`config.mk`:
```
export PLATFORM = sky130hd
export DESIGN_NAME = apb_reg_slave_flat
export DESIGN_NICKNAME = d
export VERILOG_FILES = /design/src/rtl/apb_reg_slave_if.sv /design/src/rtl/apb_reg_slave.sv /design/src/flat_wrapper.sv
export SDC_FILE = /design/constraint.sdc
export NUM_CORES = 1
export LEC_CHECK = 0
export CAP_MARGIN = 30
export CORE_ASPECT_RATIO = 0.6
export CORE_MARGIN = 8
export CORE_UTILIZATION = 49
export DETAILED_ROUTE_END_ITERATION = 10
export PLACE_DENSITY_LB_ADDON = 0.3
export REMOVE_ABC_BUFFERS = 1
export SLEW_MARGIN = 25
export SYNTH_ARGS = -nofsm -noshare
export SYNTH_HDL_FRONTEND = slang
export SYNTH_SLANG_ARGS = --single-unit
export TNS_END_PERCENT = 100
```
`constraint.sdc`:
```
create_clock -name PCLKMST_PCLK -period 4.5 [get_ports PCLKMST_PCLK]
set_input_delay 1.125 -clock PCLKMST_PCLK [delete_from_list [all_inputs] [get_ports PCLKMST_PCLK]]
set_output_delay 1.125 -clock PCLKMST_PCLK [all_outputs]
set_load 0.01 [all_outputs]
```
`src/rtl/apb_reg_slave_if.sv`:
```
// rtl/apb_reg_slave_if.sv - APB bus bundle between the bridge (master) and apb_reg_slave (slave)
//   psel_i/penable_i/pwrite_i/paddr_i/pprot_i/pwdata_i/pstrb_i : driven by the master
//   pready_o/prdata_o/pslverr_o                                : driven by the slave
interface apb_reg_slave_if #(
    parameter int ADDR_WIDTH = 32,
    parameter int DATA_WIDTH = 32
);
    logic                    psel_i;
    logic                    penable_i;
    logic                    pwrite_i;
    logic [ADDR_WIDTH-1:0]   paddr_i;
    logic [2:0]              pprot_i;
    logic [DATA_WIDTH-1:0]   pwdata_i;
    logic [DATA_WIDTH/8-1:0] pstrb_i;
    logic                    pready_o;
    logic [DATA_WIDTH-1:0]   prdata_o;
    logic                    pslverr_o;

    modport master (
        output psel_i, penable_i, pwrite_i, paddr_i, pprot_i, pwdata_i, pstrb_i,
        input  pready_o, prdata_o, pslverr_o
    );

    modport slave (
        input  psel_i, penable_i, pwrite_i, paddr_i, pprot_i, pwdata_i, pstrb_i,
        output pready_o, prdata_o, pslverr_o
    );
endinterface

```
`src/rtl/apb_reg_slave.sv`:
```
// rtl/apb_reg_slave.sv - APB register slave: CTRL regs, STATUS, W1C EVT with IRQ_EN, ID, wait states
//   PCLKMST_PCLK : clock
//   PRSTnMS_PCLK : asynchronous active-low reset
//   bus          : APB slave port (apb_reg_slave_if.slave)
//   ctrl_o       : flattened CTRL registers, reg n at [32n+31:32n]
//   status_i     : live status, returned at 0x40
//   event_i      : per-bit event set pulses into EVT (0x44)
//   irq_o        : registered |(EVT & IRQ_EN)
//   Optional macro APB_REG_PROT_CHECK_EN: unprivileged accesses (pprot[0]=0) get pslverr.
module apb_reg_slave #(
    parameter int                    ADDR_WIDTH  = 32,
    parameter int                    DATA_WIDTH  = 32,
    parameter int                    NUM_REGS    = 8,
    parameter int                    WAIT_STATES = 1,
    parameter logic [DATA_WIDTH-1:0] ID_VALUE    = 32'hA9B0_0001
) (
    input  logic                           PCLKMST_PCLK,
    input  logic                           PRSTnMS_PCLK,
    apb_reg_slave_if.slave                 bus,
    output logic [NUM_REGS*DATA_WIDTH-1:0] ctrl_o,
    input  logic [DATA_WIDTH-1:0]          status_i,
    input  logic [DATA_WIDTH-1:0]          event_i,
    output logic                           irq_o
);
    localparam logic [7:0] OFF_STATUS = 8'h40;
    localparam logic [7:0] OFF_EVT    = 8'h44;
    localparam logic [7:0] OFF_IRQ_EN = 8'h48;
    localparam logic [7:0] OFF_ID     = 8'h4C;
    localparam int         CTRL_END   = 4 * NUM_REGS;
    localparam logic [2:0] WS         = 3'(WAIT_STATES);

    typedef enum logic {IDLE, ACCESS} state_t;

    state_t                state_q, state_d;
    logic [2:0]            cnt_q, cnt_d;
    logic                  err_q;
    logic                  write_q;
    logic [7:0]            off_q;
    logic [DATA_WIDTH-1:0] ctrl_q [NUM_REGS];
    logic [DATA_WIDTH-1:0] evt_q, evt_d;
    logic [DATA_WIDTH-1:0] irq_en_q, irq_en_d;

    logic [7:0]            off;
    logic                  setup;
    logic                  setup_err;
    logic                  done;
    logic                  commit;
    logic                  ctrl_hit_q;
    logic [DATA_WIDTH-1:0] wmask;
    logic [DATA_WIDTH-1:0] evt_clr;
    logic [DATA_WIDTH-1:0] rdata_mux;
    logic                  unused_bits;

    assign off         = bus.paddr_i[7:0];
    assign setup       = bus.psel_i && !bus.penable_i;
    assign unused_bits = ^{bus.paddr_i[ADDR_WIDTH-1:8], bus.pprot_i};

    // Error classification happens once, in the setup phase, and is held for the access.
    always_comb begin
        setup_err = 1'b0;
        if (off[1:0] != 2'b00)
            setup_err = 1'b1;
        else if (int'(off) < CTRL_END)
            setup_err = 1'b0;
        else if (off == OFF_STATUS || off == OFF_ID)
            setup_err = bus.pwrite_i;
        else if (off == OFF_EVT || off == OFF_IRQ_EN)
            setup_err = 1'b0;
        else
            setup_err = 1'b1;
`ifdef APB_REG_PROT_CHECK_EN
        if (!bus.pprot_i[0])
            setup_err = 1'b1;
`endif
    end

    assign done       = (state_q == ACCESS) && bus.psel_i && bus.penable_i && (cnt_q == WS);
    assign commit     = done && !err_q && write_q;
    assign ctrl_hit_q = int'(off_q) < CTRL_END;

    always_comb begin
        state_d = state_q;
        cnt_d   = cnt_q;
        case (state_q)
            IDLE: begin
                if (setup) begin
                    state_d = ACCESS;
                    cnt_d   = 3'd0;
                end
            end
            ACCESS: begin
                if (!bus.psel_i)
                    state_d = IDLE;          // master abandoned the transfer
                else if (bus.penable_i) begin
                    if (done)
                        state_d = IDLE;      // a back-to-back setup is picked up from IDLE next cycle
                    else if (cnt_q < WS)
                        cnt_d = cnt_q + 3'd1;
                end
            end
            default: state_d = IDLE;
        endcase
    end

    always_comb begin
        wmask = '0;
        for (int i = 0; i < DATA_WIDTH/8; i++)
            wmask[8*i +: 8] = {8{bus.pstrb_i[i]}};
    end

    // Set wins over clear: clear first, then OR in this cycle's events.
    always_comb begin
        evt_clr  = (commit && off_q == OFF_EVT) ? (bus.pwdata_i & wmask) : '0;
        evt_d    = (evt_q & ~evt_clr) | event_i;
        irq_en_d = irq_en_q;
        if (commit && off_q == OFF_IRQ_EN)
            irq_en_d = (irq_en_q & ~wmask) | (bus.pwdata_i & wmask);
    end

    always_ff @(posedge PCLKMST_PCLK or negedge PRSTnMS_PCLK) begin
        if (!PRSTnMS_PCLK) begin
            state_q  <= IDLE;
            cnt_q    <= 3'd0;
            err_q    <= 1'b0;
            write_q  <= 1'b0;
            off_q    <= 8'd0;
            evt_q    <= '0;
            irq_en_q <= '0;
            irq_o    <= 1'b0;
            for (int n = 0; n < NUM_REGS; n++)
                ctrl_q[n] <= '0;
        end else begin
            state_q  <= state_d;
            cnt_q    <= cnt_d;
            evt_q    <= evt_d;
            irq_en_q <= irq_en_d;
            irq_o    <= |(evt_d & irq_en_d);
            if (state_q == IDLE && setup) begin
                err_q   <= setup_err;
                write_q <= bus.pwrite_i;
                off_q   <= off;
            end
            for (int n = 0; n < NUM_REGS; n++)
                if (commit && ctrl_hit_q && off_q[5:2] == 4'(n))
                    ctrl_q[n] <= (ctrl_q[n] & ~wmask) | (bus.pwdata_i & wmask);
        end
    end

    always_comb begin
        rdata_mux = '0;
        if (ctrl_hit_q) begin
            for (int n = 0; n < NUM_REGS; n++)
                if (off_q[5:2] == 4'(n))
                    rdata_mux = ctrl_q[n];
        end else begin
            case (off_q)
                OFF_STATUS: rdata_mux = status_i;
                OFF_EVT:    rdata_mux = evt_q;
                OFF_IRQ_EN: rdata_mux = irq_en_q;
                OFF_ID:     rdata_mux = ID_VALUE;
                default:    rdata_mux = '0;
            endcase
        end
    end

    assign bus.pready_o  = done;
    assign bus.pslverr_o = done && err_q;
    assign bus.prdata_o  = (done && !err_q && !write_q) ? rdata_mux : '0;

    for (genvar g = 0; g < NUM_REGS; g++) begin : g_ctrl
        assign ctrl_o[g*DATA_WIDTH +: DATA_WIDTH] = ctrl_q[g];
    end
endmodule

```
`src/flat_wrapper.sv`:
```
// flat-port wrapper written by rule: the top's interface ports become plain ports
module apb_reg_slave_flat 
#(
    parameter int                    ADDR_WIDTH  = 32,
    parameter int                    DATA_WIDTH  = 32,
    parameter int                    NUM_REGS    = 8,
    parameter int                    WAIT_STATES = 1,
    parameter logic [DATA_WIDTH-1:0] ID_VALUE    = 32'hA9B0_0001
)
  (PCLKMST_PCLK, PRSTnMS_PCLK, ctrl_o, status_i, event_i, irq_o, bus_psel_i, bus_penable_i, bus_pwrite_i, bus_paddr_i, bus_pprot_i, bus_pwdata_i, bus_pstrb_i, bus_pready_o, bus_prdata_o, bus_pslverr_o);
  apb_reg_slave_if #(.ADDR_WIDTH(ADDR_WIDTH), .DATA_WIDTH(DATA_WIDTH)) bus_i ();
  input  logic PCLKMST_PCLK;
  input  logic PRSTnMS_PCLK;
  output logic [NUM_REGS*DATA_WIDTH-1:0] ctrl_o;
  input  logic [DATA_WIDTH-1:0] status_i;
  input  logic [DATA_WIDTH-1:0] event_i;
  output logic irq_o;
  input wire logic [$bits(bus_i.psel_i)-1:0] bus_psel_i;
  input wire logic [$bits(bus_i.penable_i)-1:0] bus_penable_i;
  input wire logic [$bits(bus_i.pwrite_i)-1:0] bus_pwrite_i;
  input wire logic [$bits(bus_i.paddr_i)-1:0] bus_paddr_i;
  input wire logic [$bits(bus_i.pprot_i)-1:0] bus_pprot_i;
  input wire logic [$bits(bus_i.pwdata_i)-1:0] bus_pwdata_i;
  input wire logic [$bits(bus_i.pstrb_i)-1:0] bus_pstrb_i;
  output wire logic [$bits(bus_i.pready_o)-1:0] bus_pready_o;
  output wire logic [$bits(bus_i.prdata_o)-1:0] bus_prdata_o;
  output wire logic [$bits(bus_i.pslverr_o)-1:0] bus_pslverr_o;
  assign bus_i.psel_i = bus_psel_i;
  assign bus_i.penable_i = bus_penable_i;
  assign bus_i.pwrite_i = bus_pwrite_i;
  assign bus_i.paddr_i = bus_paddr_i;
  assign bus_i.pprot_i = bus_pprot_i;
  assign bus_i.pwdata_i = bus_pwdata_i;
  assign bus_i.pstrb_i = bus_pstrb_i;
  assign bus_pready_o = bus_i.pready_o;
  assign bus_prdata_o = bus_i.prdata_o;
  assign bus_pslverr_o = bus_i.pslverr_o;
  apb_reg_slave #(.ADDR_WIDTH(ADDR_WIDTH), .DATA_WIDTH(DATA_WIDTH), .NUM_REGS(NUM_REGS), .WAIT_STATES(WAIT_STATES), .ID_VALUE(ID_VALUE)) u_core (.PCLKMST_PCLK(PCLKMST_PCLK), .PRSTnMS_PCLK(PRSTnMS_PCLK), .bus(bus_i), .ctrl_o(ctrl_o), .status_i(status_i), .event_i(event_i), .irq_o(irq_o));
endmodule
```
==> After elaboration in Yosys (flattened, before gate mapping) <==
Index checks and enable logic that the tools add are counted.
W data, S select, Z words.
{ "totals": {"ff_bits": 335, "in_bits": 140, "out_inout_bits": 291, "wordCells": 123} }
{ "op_classes": {"addsub": 1, "magnitude_cmp": 3, "n_eq_ne": 21, "muxes": 28, "n_bitwise": 25, "n_reduce_logical": 29} }
{ "ops": {"columns": ["operator", "count"], "rows": [
  ["$and A32 B32 Y32", 12],
  ["$mux W32", 12],
  ["$or A32 B32 Y32", 10],
  ["$pmux W32 S4", 1],
  ["$eq A8 B7 Y1 const B", 8],
  ["$not A32 Y32", 2],
  ["$reduce_or A32 Y1", 1],
  ["$logic_and A1 B1 Y1", 20],
  ["$eq A4 B3 Y1 const B", 4],
  ["$lt A8 B6 Y1 const B", 2],
  ["$mux W3", 5],
  ["$eq A4 B2 Y1 const B", 2],
  ["$mux W1", 8],
  ["$ne A2 B2 Y1 const B", 4],
  ["$pmux W3 S2", 1],
  ["$reduce_and A5 Y1", 1],
  ["$eq A4 B1 Y1 const B", 1],
  ["$logic_not A4 Y1", 1],
  ["$add A3 B1 Y3 const B", 1],
  ["$eq A3 B1 Y1 const B", 1],
  ["$logic_not A1 Y1", 3],
  ["$lt A3 B1 Y1 const B", 1],
  ["$logic_or A1 B1 Y1", 2],
  ["$ne A2 B1 Y1 const B", 1],
  ["3 further kinds", 3]
]} }

==> Longest topological paths before layout <==
Gate-level depths: netlist of the first run.
{ "logic_depth": {"word_depth": 12, "depth_mapped": 10, "depth_no_buf": 8} }

==> Least setup slack after synthesis of the first run <==
Ideal clock, no wire load.
{ "synth_path": {"kind": "register to output", "startpoint": "register u_core.off_q[1]", "endpoint": "output port bus_prdata_o[14]", "arrival_time_ps": 2564, "required_ps": 3375, "slack_ps": 811, "path_stages_with_launch": 10, "n_path_buf": 3, "cell_sequence": "dfrtp_1 > or4b_4 > buf_6 > nor3_1 > clkbuf_1 > clkbuf_1 > nand2_1 > o21ai_0 > nand2_1 > a21oi_1"} }
{ "synth_between": {"elab_chain_len": 4, "elab_cells_between_ends": 8, "classes_between": "1 x order compare; 4 x eq/ne; 3 x mux"} }
{ "synth_lines": {"columns": ["item", "line_no", "text"], "rows": [
  ["from (decl)", "apb_reg_slave.sv:38", "logic [7:0] off_q;"],
  ["from (signal assigned)", "apb_reg_slave.sv:126", "off_q <= 8'd0;"],
  ["from (signal assigned)", "apb_reg_slave.sv:141", "off_q <= off;"],
  ["parallel branches: the longest is 2 deep, another holds $lt A8 B6 Y1", null, null],
  ["$mux W32 (*)", "apb_reg_slave.sv:151", "if (ctrl_hit_q) begin"],
  ["$mux W32 (*)", "apb_reg_slave.sv:168", "assign bus.prdata_o = (done && !err_q && !write_q) ? rdata_mux : '0;"],
  ["to (decl)", "flat_wrapper.sv:26", "output wire logic [$bits(bus_i.prdata_o)-1:0] bus_prdata_o;"]
]} }
Every way passes the cells marked *.

==> Worst setup path in the final report of the first run <==
{ "layout_path": {"startpoint": "input port bus_psel_i", "endpoint": "output port bus_prdata_o[22]"} }
{ "layout_between": {"elab_chain_len": 6} }
{ "layout_lines": {"columns": ["item", "line_no", "text"], "rows": [
  ["from (decl)", "flat_wrapper.sv:18", "input wire logic [$bits(bus_i.psel_i)-1:0] bus_psel_i;"],
  ["$logic_and A1 B1 Y1 (3 in a row)", "apb_reg_slave.sv:77", "assign done = (state_q == ACCESS) && bus.psel_i && bus.penable_i && (cnt_q == WS);"],
  ["$logic_and A1 B1 Y1 (2 in a row)", "apb_reg_slave.sv:168", null],
  ["$mux W32", "apb_reg_slave.sv:168", null]
]} }
No other way between the ends.

==> impl_metrics.env, run 1 <==
export IMPL_synth_edff_count=0
export IMPL_synth_top_area_share=0.5244
export IMPL_cts_tree="done"
export IMPL_area_growth_pct=37.89
export IMPL_synth_main_ff_cell="dfrtp_1"
export IMPL_critical_path_top_delay_family="buffers and inverters"
export IMPL_die_y_um=155.9
export IMPL_grt_pass1_vias=14179
export IMPL_dieArea_sq_um=38850
export IMPL_synthCells=1308
export IMPL_power_density_nw_per_um2=320.5
export IMPL_rows=51
export IMPL_worstMarginPinSlew_ns=0.7385
export IMPL_slew_headroom=0.5077
export IMPL_cpPeakStageDelay_ns=0.58
export IMPL_dpl_hpwl_mm=46.19
export IMPL_drt_iter0_drc=1573
export IMPL_slew_violations=0
export IMPL_synthTopCellsByArea="dfrtp_1 (52%), mux2_2 (22%), nand2_1 (2.0%)"
export IMPL_vias=13714
export IMPL_start_util=0.4951
export IMPL_grtUsageTotal=0.3183
export IMPL_clock_power_share=0.429
export IMPL_outcome="completed"
export IMPL_rsz0062_at_grt="false"
export IMPL_synth_cell_types=57
export IMPL_dr_pass1_iters=8
export IMPL_yosysTopAreaCell="dfrtp_1"
export IMPL_root_buffer="clkbuf_16"
export IMPL_grt_max_degree=91
export IMPL_crit_arrival_ns=3.29
export IMPL_fin_util=0.6827
export IMPL_p_leak_nw=9.956
export IMPL_clk_path_buf_depth=3
export IMPL_drc=0
export IMPL_p_sw_mw=1.912
export IMPL_switching_share=0.2705
export IMPL_drtAntennaViolNets=0
export IMPL_min_from="u_core.irq_en_q[16]$_DFF_PN0_"
export IMPL_portBuffers=403
export IMPL_fin_worst_skew_ns=0.01624
export IMPL_nets=1852
export IMPL_hold_ws_ns=0.5298
export IMPL_dp_slack_ns=-0.1375
export IMPL_fillCellCount=2358
export IMPL_p_int_mw=5.154
export IMPL_grt_pass1_wl_mm=93.83
export IMPL_via_per_inst=6.334
export IMPL_critPathLaunch="bus_psel_i"
export IMPL_hold_path_class="flip-flop to flip-flop"
export IMPL_path_cells="clkdlybuf4s50_1, and4b_1, nand2_1, or3_1, buf_4, a21oi_1, clkdlybuf4s50_1"
export IMPL_h_tree_depth=2
export IMPL_grt_overflow_total=0
export IMPL_seqPwrFrac=0.437
export IMPL_path_class="input pin to output pin"
export IMPL_syn_cell_area_sq_um=15990
export IMPL_crit_buf_inv=3
export IMPL_avgSynthCellArea_sq_um=12.22
export IMPL_yosys_top_cells_count="dfrtp_1 (335), mux2_2 (312), nand2_1 (84)"
export IMPL_synth_most_common_cell="dfrtp_1"
export IMPL_critPathCaptureType="output pin"
export IMPL_ir_worst_vdd_mv=0.2140
export IMPL_pwr_share_comb=0.133
export IMPL_fmax_mhz=226.5
export IMPL_drive_above_1_share=0.2866
export IMPL_post_drt_wl_per_cell_um=29.45
export IMPL_clock_sinks=335
export IMPL_cts_made_buffers=35
export IMPL_worstPathRequired_ns=3.38
export IMPL_setup_slack_ns=0.08581
export IMPL_cp_start_kind="input pin"
export IMPL_min_period_over_period=0.9809
export IMPL_clock_latency_ns=0.52
export IMPL_wl_mm=63.77
export IMPL_post_cts_setup_buffer_count=0
export IMPL_period_needed_ns=4.414
export IMPL_ios=431
export IMPL_antenna_found_initial=8
export IMPL_die_w_um=249.2
export IMPL_ys_seq_area_frac=0.5244
export IMPL_setup_viol=0
export IMPL_clk_pin_slew_ns=0.06
export IMPL_yosys_warnings=0
export IMPL_ys_seq_elements=335
export IMPL_coreArea_sq_um=32290
export IMPL_maxCapViolCount=0
export IMPL_cp_max_fo=8
export IMPL_critPathSlowestCell="clkdlybuf4s50_1"
export IMPL_synth_async_sr_flop_share=1.000
export IMPL_place_congestion=0.8662
export IMPL_worst_path_most_repeated_cell="clkdlybuf4s50_1"
export IMPL_rr_startpoint="u_core.off_q[2]$_DFFE_PN0P_"
export IMPL_hold_viol_final=0
export IMPL_ctsHoldBuffers=0
[cells by family after synthesis]
kind of cell	count (synthesis)	share of synthesized area
DFF	335	0.5244
xor gates and xnor gates	1	0.0005480
AOI/OAI and AO/OA	264	0.1182
muxes	341	0.2395
buffers and inverters	116	0.02927
adders and majority gates	2	0.001565
and+or+nand+nor	249	0.08656
[metal layers]
layer	global-route usage	vias to the layer above	part of all wire
li1	-	5682	-
met1	0.4378	7024	0.42
met2	0.4944	875	0.45
met3	0.07769	125	0.10
met4	0.1014	8	0.026
met5	0	-	0.00056
[worst register-to-register path: stages, from the launching register on]
cell,delay (ns)
dfrtp_2,0.58
buf_4,0.33
nor4b_2,0.35
buf_12,0.28
nand4_1,0.54
or3b_2,0.68
a32o_1,0.27
nor4_1,0.43
nand4_1,0.14
[power by group through the flow]
| stage | Sequential [mW] | Clock [mW] | Combinational, mW |
|---|---|---|---|
| floorplan | 3.16 | 0 | 0.305 |
| global placement | 3.14 | 0 | 0.893 |
| detailed placement | 3.14 | 0 | 0.905 |
| CTS | 3.09 | 3.06 | 0.921 |
| global route | 3.09 | 3.17 | 0.982 |
| finish | 3.09 | 3.03 | 0.942 |
[cell type report]
type                    instances  area [sq um]  share of cell area
diodes                          7         17.52           0.0007946
clock buffers                  49          1041             0.04722
clock inverters                12         140.1            0.006357
inverters                      15         56.30            0.002554
multi-input cells             857          7221              0.3276
flip-flops and latches        335          8391              0.3806
well taps                     424         530.5             0.02407
repair buffers                466          4647              0.2108
[final timing paths]
path | endpoint | slack [ns] | cells after the start
worst max-delay path | bus_prdata_o[22] | 0.09 | 7
worst min-delay path | u_core.irq_en_q[16]$_DFF_PN0_ | 0.53 | 1
worst max register to register | u_core.irq_o$_DFF_PN0_ | 0.76 | 8
worst min register to register | u_core.irq_en_q[16]$_DFF_PN0_ | 0.53 | 1
max in group asynchronous | async pin | 2.75 | 2
min in group asynchronous | async pin | 0.62 | 1
[through the flow]
stage                     total power [mW]  std cells  instance area (sq um)  setup TNS (ns)
after floorplan                      3.467       1207                  15570          -12.05
after global placement               4.030       2097                  20790         -0.8769
after detailed placement             4.045       2097                  20790         -0.9582
after CTS                            7.068       2158                  21990               0
after global routing                 7.248       2162                  22040               0
final                                7.066       2165                  22040               0
[cells in the final DEF, fill, tap and decap left out, types with 10 or more instances in the layout]
master / instances
nor2_1: 31
dlymetal6s2s_1: 13
a21oi_1: 42
mux2i_1: 27
o21ai_0: 50
inv_1: 15
or3b_2: 11
a22oi_1: 36
or2_2: 16
clkbuf_16: 37
a222oi_1: 22
buf_12: 10
dfrtp_1: 331
a31oi_1: 20
mux2_2: 312
o22a_1: 12
nand2_1: 83
dlygate4sd2_1: 18
o211ai_1: 20
and2_1: 30
buf_4: 53
clkdlybuf4s50_1: 371
nand2b_1: 19
a32o_1: 16
[what timing repair did]
item / 4_1_cts / 5_1_grt
setup endpoints to repair: 29 / 13
resized for setup: 28 / 16
gates cloned: 0 / 0
No activity file was read; power rests on OpenSTA's default activity.
==> run 2, diff against run 1 <==
CORE_MARGIN = 2   (was 8)
HOLD_SLACK_MARGIN = 0.06   (was unset)
RECOVER_POWER = 100   (was unset)
==> run 2 against run 1 <==
Compared with the run above:
- the run now ends with capacitance limit, slew limit left
- setup slack worse by 0.081 ns
- global-route usage is 3.9 points higher
- critical path depth stayed put
- first-iteration DRC count is 4.8% lower
- sequential power hardly changed
- maximum frequency is 1.8% lower
- utilization hardly changed
- register-to-register slack better by 0.24 ns
- clock skew is 0.0044 ns lower
- critical endpoint is now bus_prdata_o[19]
==> impl_metrics.env, run 2 (synthesis results as in run 1) <==
export IMPL_outcome="finished, violations left"
export IMPL_violations="capacitance limit, slew limit"
export IMPL_rsz0062_at_grt="true"
export IMPL_ir_worst_vdd_mv=0.2606
export IMPL_drtAntennaViolNets=0
export IMPL_die_y_um=143.9
export IMPL_final_cell_mix="clkdlybuf4s50_1 (383), dfrtp_1 (333), mux2_2 (306)"
export IMPL_dpl_hpwl_mm=43.66
export IMPL_grt_use_met1=0.5021
export IMPL_place_congestion=0.8984
export IMPL_clk_pin_slew_ns=0.07
export IMPL_grt_use_met3=0.08682
export IMPL_rows=51
export IMPL_worstMarginPinSlew_ns=2.916
export IMPL_r2r_slack_ns=1.00
export IMPL_maxCapViolCount=1
export IMPL_grt_max_degree=108
export IMPL_fillCellCount=2387
export IMPL_coreArea_sq_um=32290
export IMPL_setup_slack_ns=0.004780
export IMPL_final_common_cell="clkdlybuf4s50_1"
export IMPL_drive_above_1_share=0.2841
export IMPL_via_per_inst=6.334
export IMPL_setup_viol=0
export IMPL_min_from="u_core.irq_en_q[0]$_DFF_PN0_"
export IMPL_drc=0
export IMPL_clock_sinks=335
export IMPL_rr_startpoint="u_core.off_q[2]$_DFFE_PN0P_"
export IMPL_power_density_nw_per_um2=318.9
export IMPL_grt_overflow_total=0
export IMPL_cp_max_fo=8
export IMPL_slew_headroom=-0.9443
export IMPL_area_growth_pct=37.92
export IMPL_dieArea_sq_um=34130
export IMPL_worstPathRequired_ns=3.38
export IMPL_path_class="input pin to output pin"
export IMPL_drt_iter0_drc=1498
export IMPL_grt_pass1_wl_mm=89.98
export IMPL_portBuffers=403
export IMPL_cp_start_kind="input pin"
export IMPL_grtUsageTotal=0.3573
export IMPL_wl_mm=61.81
export IMPL_dpl_cell_count=2094
export IMPL_post_drt_wl_per_cell_um=28.55
export IMPL_nets=1857
export IMPL_die_w_um=237.2
export IMPL_p_leak_nw=9.846
export IMPL_grt_pass1_vias=13911
export IMPL_clock_latency_ns=0.57
export IMPL_dr_pass1_iters=7
export IMPL_hold_viol_final=0
export IMPL_root_buffer="clkbuf_16"
export IMPL_h_tree_depth=1
export IMPL_hold_depth=1
export IMPL_clk_path_buf_depth=3
export IMPL_hold_path_class="flip-flop to flip-flop"
export IMPL_crit_arrival_ns=3.37
export IMPL_regToRegEndpoint="u_core.irq_o$_DFF_PN0_"
export IMPL_slew_violations=106
export IMPL_vias=13713
export IMPL_fin_worst_skew_ns=0.01189
export IMPL_antenna_found_initial=4
export IMPL_fmax_mhz=222.5
export IMPL_period_needed_ns=4.495
export IMPL_start_util=0.4951
export IMPL_r2r_cells=8
export IMPL_min_to="u_core.irq_en_q[0]$_DFF_PN0_"
export IMPL_grtUsageMet2=0.5477
export IMPL_cts_tree="done"
export IMPL_ios=431
export IMPL_final_cells=2165
export IMPL_dp_slack_ns=-0.1512
export IMPL_cts_made_buffers=31
export IMPL_min_period_over_period=0.9989
export IMPL_critPathCaptureType="output pin"
export IMPL_grt_busiest_layer="met2"
[run 2: worst max path at each step]
stage	startpoint	end	cells past startpoint	slack [ns]
global placement	bus_penable_i	bus_prdata_o[13]	8	-0.12
global route	u_core.off_q[1]$_DFFE_PN0P_	bus_prdata_o[18]	8	-0.06
CTS	bus_psel_i	bus_prdata_o[13]	8	-0.05
detailed placement	bus_psel_i	bus_prdata_o[13]	8	-0.15
finish	bus_psel_i	bus_prdata_o[19]	7	0.005
floorplan	u_core.off_q[3]$_DFFE_PN0P_	bus_prdata_o[23]	5	-0.67
[run 2: layer usage]
layer | vias to the layer above | routed length [um]
met3 | 140 | 5800
met4 | 4 | 2142
met1 | 7060 | 26370
met2 | 813 | 27480
li1 | 5696 | -
met5 | - | 24
[run 2: critical path: stages]
cell,delay (ns)
clkdlybuf4s50_1,0.49
and4b_1,0.23
nand2_1,0.08
or3_4,0.38
buf_4,0.21
a311oi_2,0.26
clkdlybuf4s50_1,0.59
[run 2: per-stage QoR]
step           hold slack, ns  TNS (ns)  cell area [sq um]  total power [mW]  utilization
2_1_floorplan          0.4920    -12.05              15570             3.467            -
3_3_place_gp           0.5072   -0.8579              20760             4.032       0.6428
3_5_place_dp           0.5144    -1.258              20760             4.057       0.6430
4_1_cts                0.5310  -0.05197              21940             6.986       0.6795
5_1_grt                0.5406   -0.1513              22050             7.229       0.6829
6_report               0.5306         0              22050             7.032       0.6829
[run 2: area by class of cell]
class                   count  area, sq um  share of cell area
flip-flops and latches    335         8388              0.3804
inverters                  15        56.30            0.002554
clock buffers              38        872.1             0.03955
clock inverters            19        271.5             0.01231
repair buffers            475         4690              0.2127
multi-input cells         857         7236              0.3282
diodes                      2        5.005           0.0002270
well taps                 424        530.5             0.02406
[run 2: power breakdown]
group / total [mW] / switching, mW / internal (mW)
sequential: 3.08 / 0.0445 / 3.03
combinational: 0.995 / 0.636 / 0.359
clock: 2.96 / 1.23 / 1.73
[run 2: what timing repair did]
item | CTS | global route
setup buffers | 0 | 12
hold buffers | 0 | 0
hold endpoints to repair | 0 | 0
pin swaps | 0 | 3
setup endpoints to repair | 32 | 20
resized for setup | 22 | 15
==> run 3, diff against run 2 <==
CTS_BUF_LIST = sky130_fd_sc_hd__clkbuf_16   (was unset)
==> run 3 against run 2 <==
Compared with the run above:
- the run still ends with capacitance limit, slew limit left
- final cell count is essentially flat
- non-clock buffer count decreased by 2
- utilization is 0.23 points lower
- via count increased by 0.15%
- combinational power about the same
- clock-buffer cell count fell by 7
- setup slack hardly changed
- maximum frequency about the same
- final area shrank 0.34%
- flip-flop and latch count unchanged
- clock skew is 0.0015 ns lower
==> impl_metrics.env, run 3 (synthesis results as in run 1) <==
export IMPL_grt_pass1_wl_mm=90.00
export IMPL_cpPeakStageDelay_ns=0.60
export IMPL_rows=51
export IMPL_coreArea_sq_um=32290
export IMPL_clock_sinks=335
export IMPL_final_common_cell="clkdlybuf4s50_1"
export IMPL_grt_pass1_vias=13940
export IMPL_maxCapViolCount=1
export IMPL_cp_start_kind="input pin"
export IMPL_h_tree_depth=1
export IMPL_violations="capacitance limit, slew limit"
export IMPL_finalSetupTns_ns=0
export IMPL_grt_max_degree=108
export IMPL_period_needed_ns=4.495
export IMPL_dr_pass1_iters=6
export IMPL_hold_viol_final=0
export IMPL_grtUsageTotal=0.3572
export IMPL_rsz0062_at_grt="true"
export IMPL_die_y_um=143.9
export IMPL_place_congestion=0.8984
export IMPL_hold_path_class="flip-flop to flip-flop"
export IMPL_portBuffers=403
export IMPL_nets=1855
export IMPL_path_class="input pin to output pin"
export IMPL_stdcell_area_sq_um=21970
export IMPL_post_drt_wl_per_cell_um=28.55
export IMPL_drt_iter0_drc=1392
export IMPL_ctsHoldBuffers=0
export IMPL_crit_arrival_ns=3.37
export IMPL_ios=431
export IMPL_die_w_um=237.2
export IMPL_worstPathRequired_ns=3.38
export IMPL_critPathSlowestCell="clkdlybuf4s50_1"
export IMPL_drc=0
export IMPL_slew_headroom=-0.9547
export IMPL_cp_max_fo=17
export IMPL_p_leak_nw=9.817
export IMPL_vias=13733
export IMPL_fin_worst_skew_ns=0.01035
export IMPL_grt_overflow_total=0
export IMPL_placed_area_sq_um=20760
export IMPL_setup_viol=0
export IMPL_path_cells="clkdlybuf4s50_1, and4b_1, nand2_1, or3_4, buf_12, a311oi_1, clkdlybuf4s50_1"
export IMPL_dieArea_sq_um=34130
export IMPL_cts_made_buffers=31
export IMPL_wl_mm=61.78
export IMPL_drive_above_1_share=0.2804
export IMPL_via_per_inst=6.346
export IMPL_clk_pin_slew_ns=0.07
export IMPL_area_growth_pct=37.45
export IMPL_worstMarginPinSlew_ns=2.932
export IMPL_clock_latency_ns=0.57
export IMPL_cts_tree="done"
export IMPL_outcome="finished, violations left"
export IMPL_clk_path_buf_depth=3
export IMPL_start_util=0.4951
export IMPL_critPathCaptureType="output pin"
export IMPL_dpl_hpwl_mm=43.66
export IMPL_fmax_mhz=222.5
export IMPL_root_buffer="clkbuf_16"
export IMPL_antenna_found_initial=4
export IMPL_drtAntennaViolNets=0
export IMPL_ir_worst_vdd_mv=0.2605
export IMPL_worst_path_most_repeated_cell="clkdlybuf4s50_1"
export IMPL_power_density_nw_per_um2=314.5
export IMPL_min_period_over_period=0.9990
export IMPL_final_cell_mix="clkdlybuf4s50_1 (382), dfrtp_1 (333), mux2_2 (306)"
export IMPL_slew_violations=106
-- run 3: cell types whose count changed in the layout (fill, tap and decap cells not counted) --
| cell | change |
|---|---|
| buf_4 | -2 |
| nand2b_2 | +2 |
| clkbuf_8 | -7 |
| clkinv_1 | +7 |
| dlymetal6s2s_1 | +1 |
| clkdlybuf4s50_1 | -1 |
| diode_2 | +1 |
| nand2b_1 | -2 |
-- run 3: layout make-up --
| class | instances | area (sq um) |
|---|---|---|
| clock buffer | 31 | 775.7 |
| tap | 424 | 530.5 |
| inverter | 15 | 56.30 |
| multi-input combinational | 857 | 7241 |
| sequential | 335 | 8388 |
| fill | 2389 | 10310 |
| timing repair buffer | 473 | 4677 |
| clock inverter | 26 | 297.8 |
| antenna | 3 | 7.507 |
-- run 3: stage by stage --
step	power (mW)	instances	hold WS, ns	worst slack [ns]	utilization
6_report	6.911	2164	0.5327	0.004681	0.6805
2_1_floorplan	3.467	1207	0.4920	-0.6729	-
5_1_grt	7.101	2163	0.5406	-0.06093	0.6805
3_3_place_gp	4.032	2094	0.5072	-0.1211	0.6428
3_5_place_dp	4.057	2094	0.5144	-0.1512	0.6430
4_1_cts	6.861	2151	0.5310	-0.05266	0.6774
-- run 3: where the power goes --
part           switching (mW)  leakage, nW  internal [mW]
clock network            1.23        0.519           1.61
logic                   0.636         4.81          0.356
registers              0.0455         4.49           3.03
total                    1.91         9.82           5.00
-- run 3: repair_timing --
action	4_1_cts	5_1_grt
setup endpoints to repair	32	21
gates resized for setup	22	18
buffers inserted	0	10
pin swaps	0	4
-- run 3: per-layer routing --
| layer | global-route usage | routed length [um] | up-vias |
|---|---|---|---|
| met5 | 0 | 24 | - |
| met4 | 0.1228 | 2101 | 4 |
| met3 | 0.08951 | 6166 | 147 |
| met2 | 0.5477 | 27550 | 829 |
| met1 | 0.4982 | 25940 | 7062 |
| li1 | - | - | 5691 |
-- run 3: worst paths after layout --
path	slack, ns	startpoint	endpoint	cells past startpoint
max	0.005	bus_psel_i	bus_prdata_o[4]	7
min	0.53	flip-flop	flip-flop	1
min reg2reg	0.53	flip-flop	flip-flop	1
max reg2reg	0.90	u_core.off_q[2]$_DFFE_PN0P_	u_core.irq_o$_DFF_PN0_	8
min in group asynchronous	1.45	PRSTnMS_PCLK	async pin	1
max in group asynchronous	0.90	PRSTnMS_PCLK	u_core.off_q[3]$_DFFE_PN0P_	1
-- run 3: critical path, delay by kind of cell --
kind | cells | cell delay, ns
AND/OR/NAND/NOR | 3 | 0.69
buffers and inverters | 3 | 1.27
AO/OA/AOI/OAI | 1 | 0.26
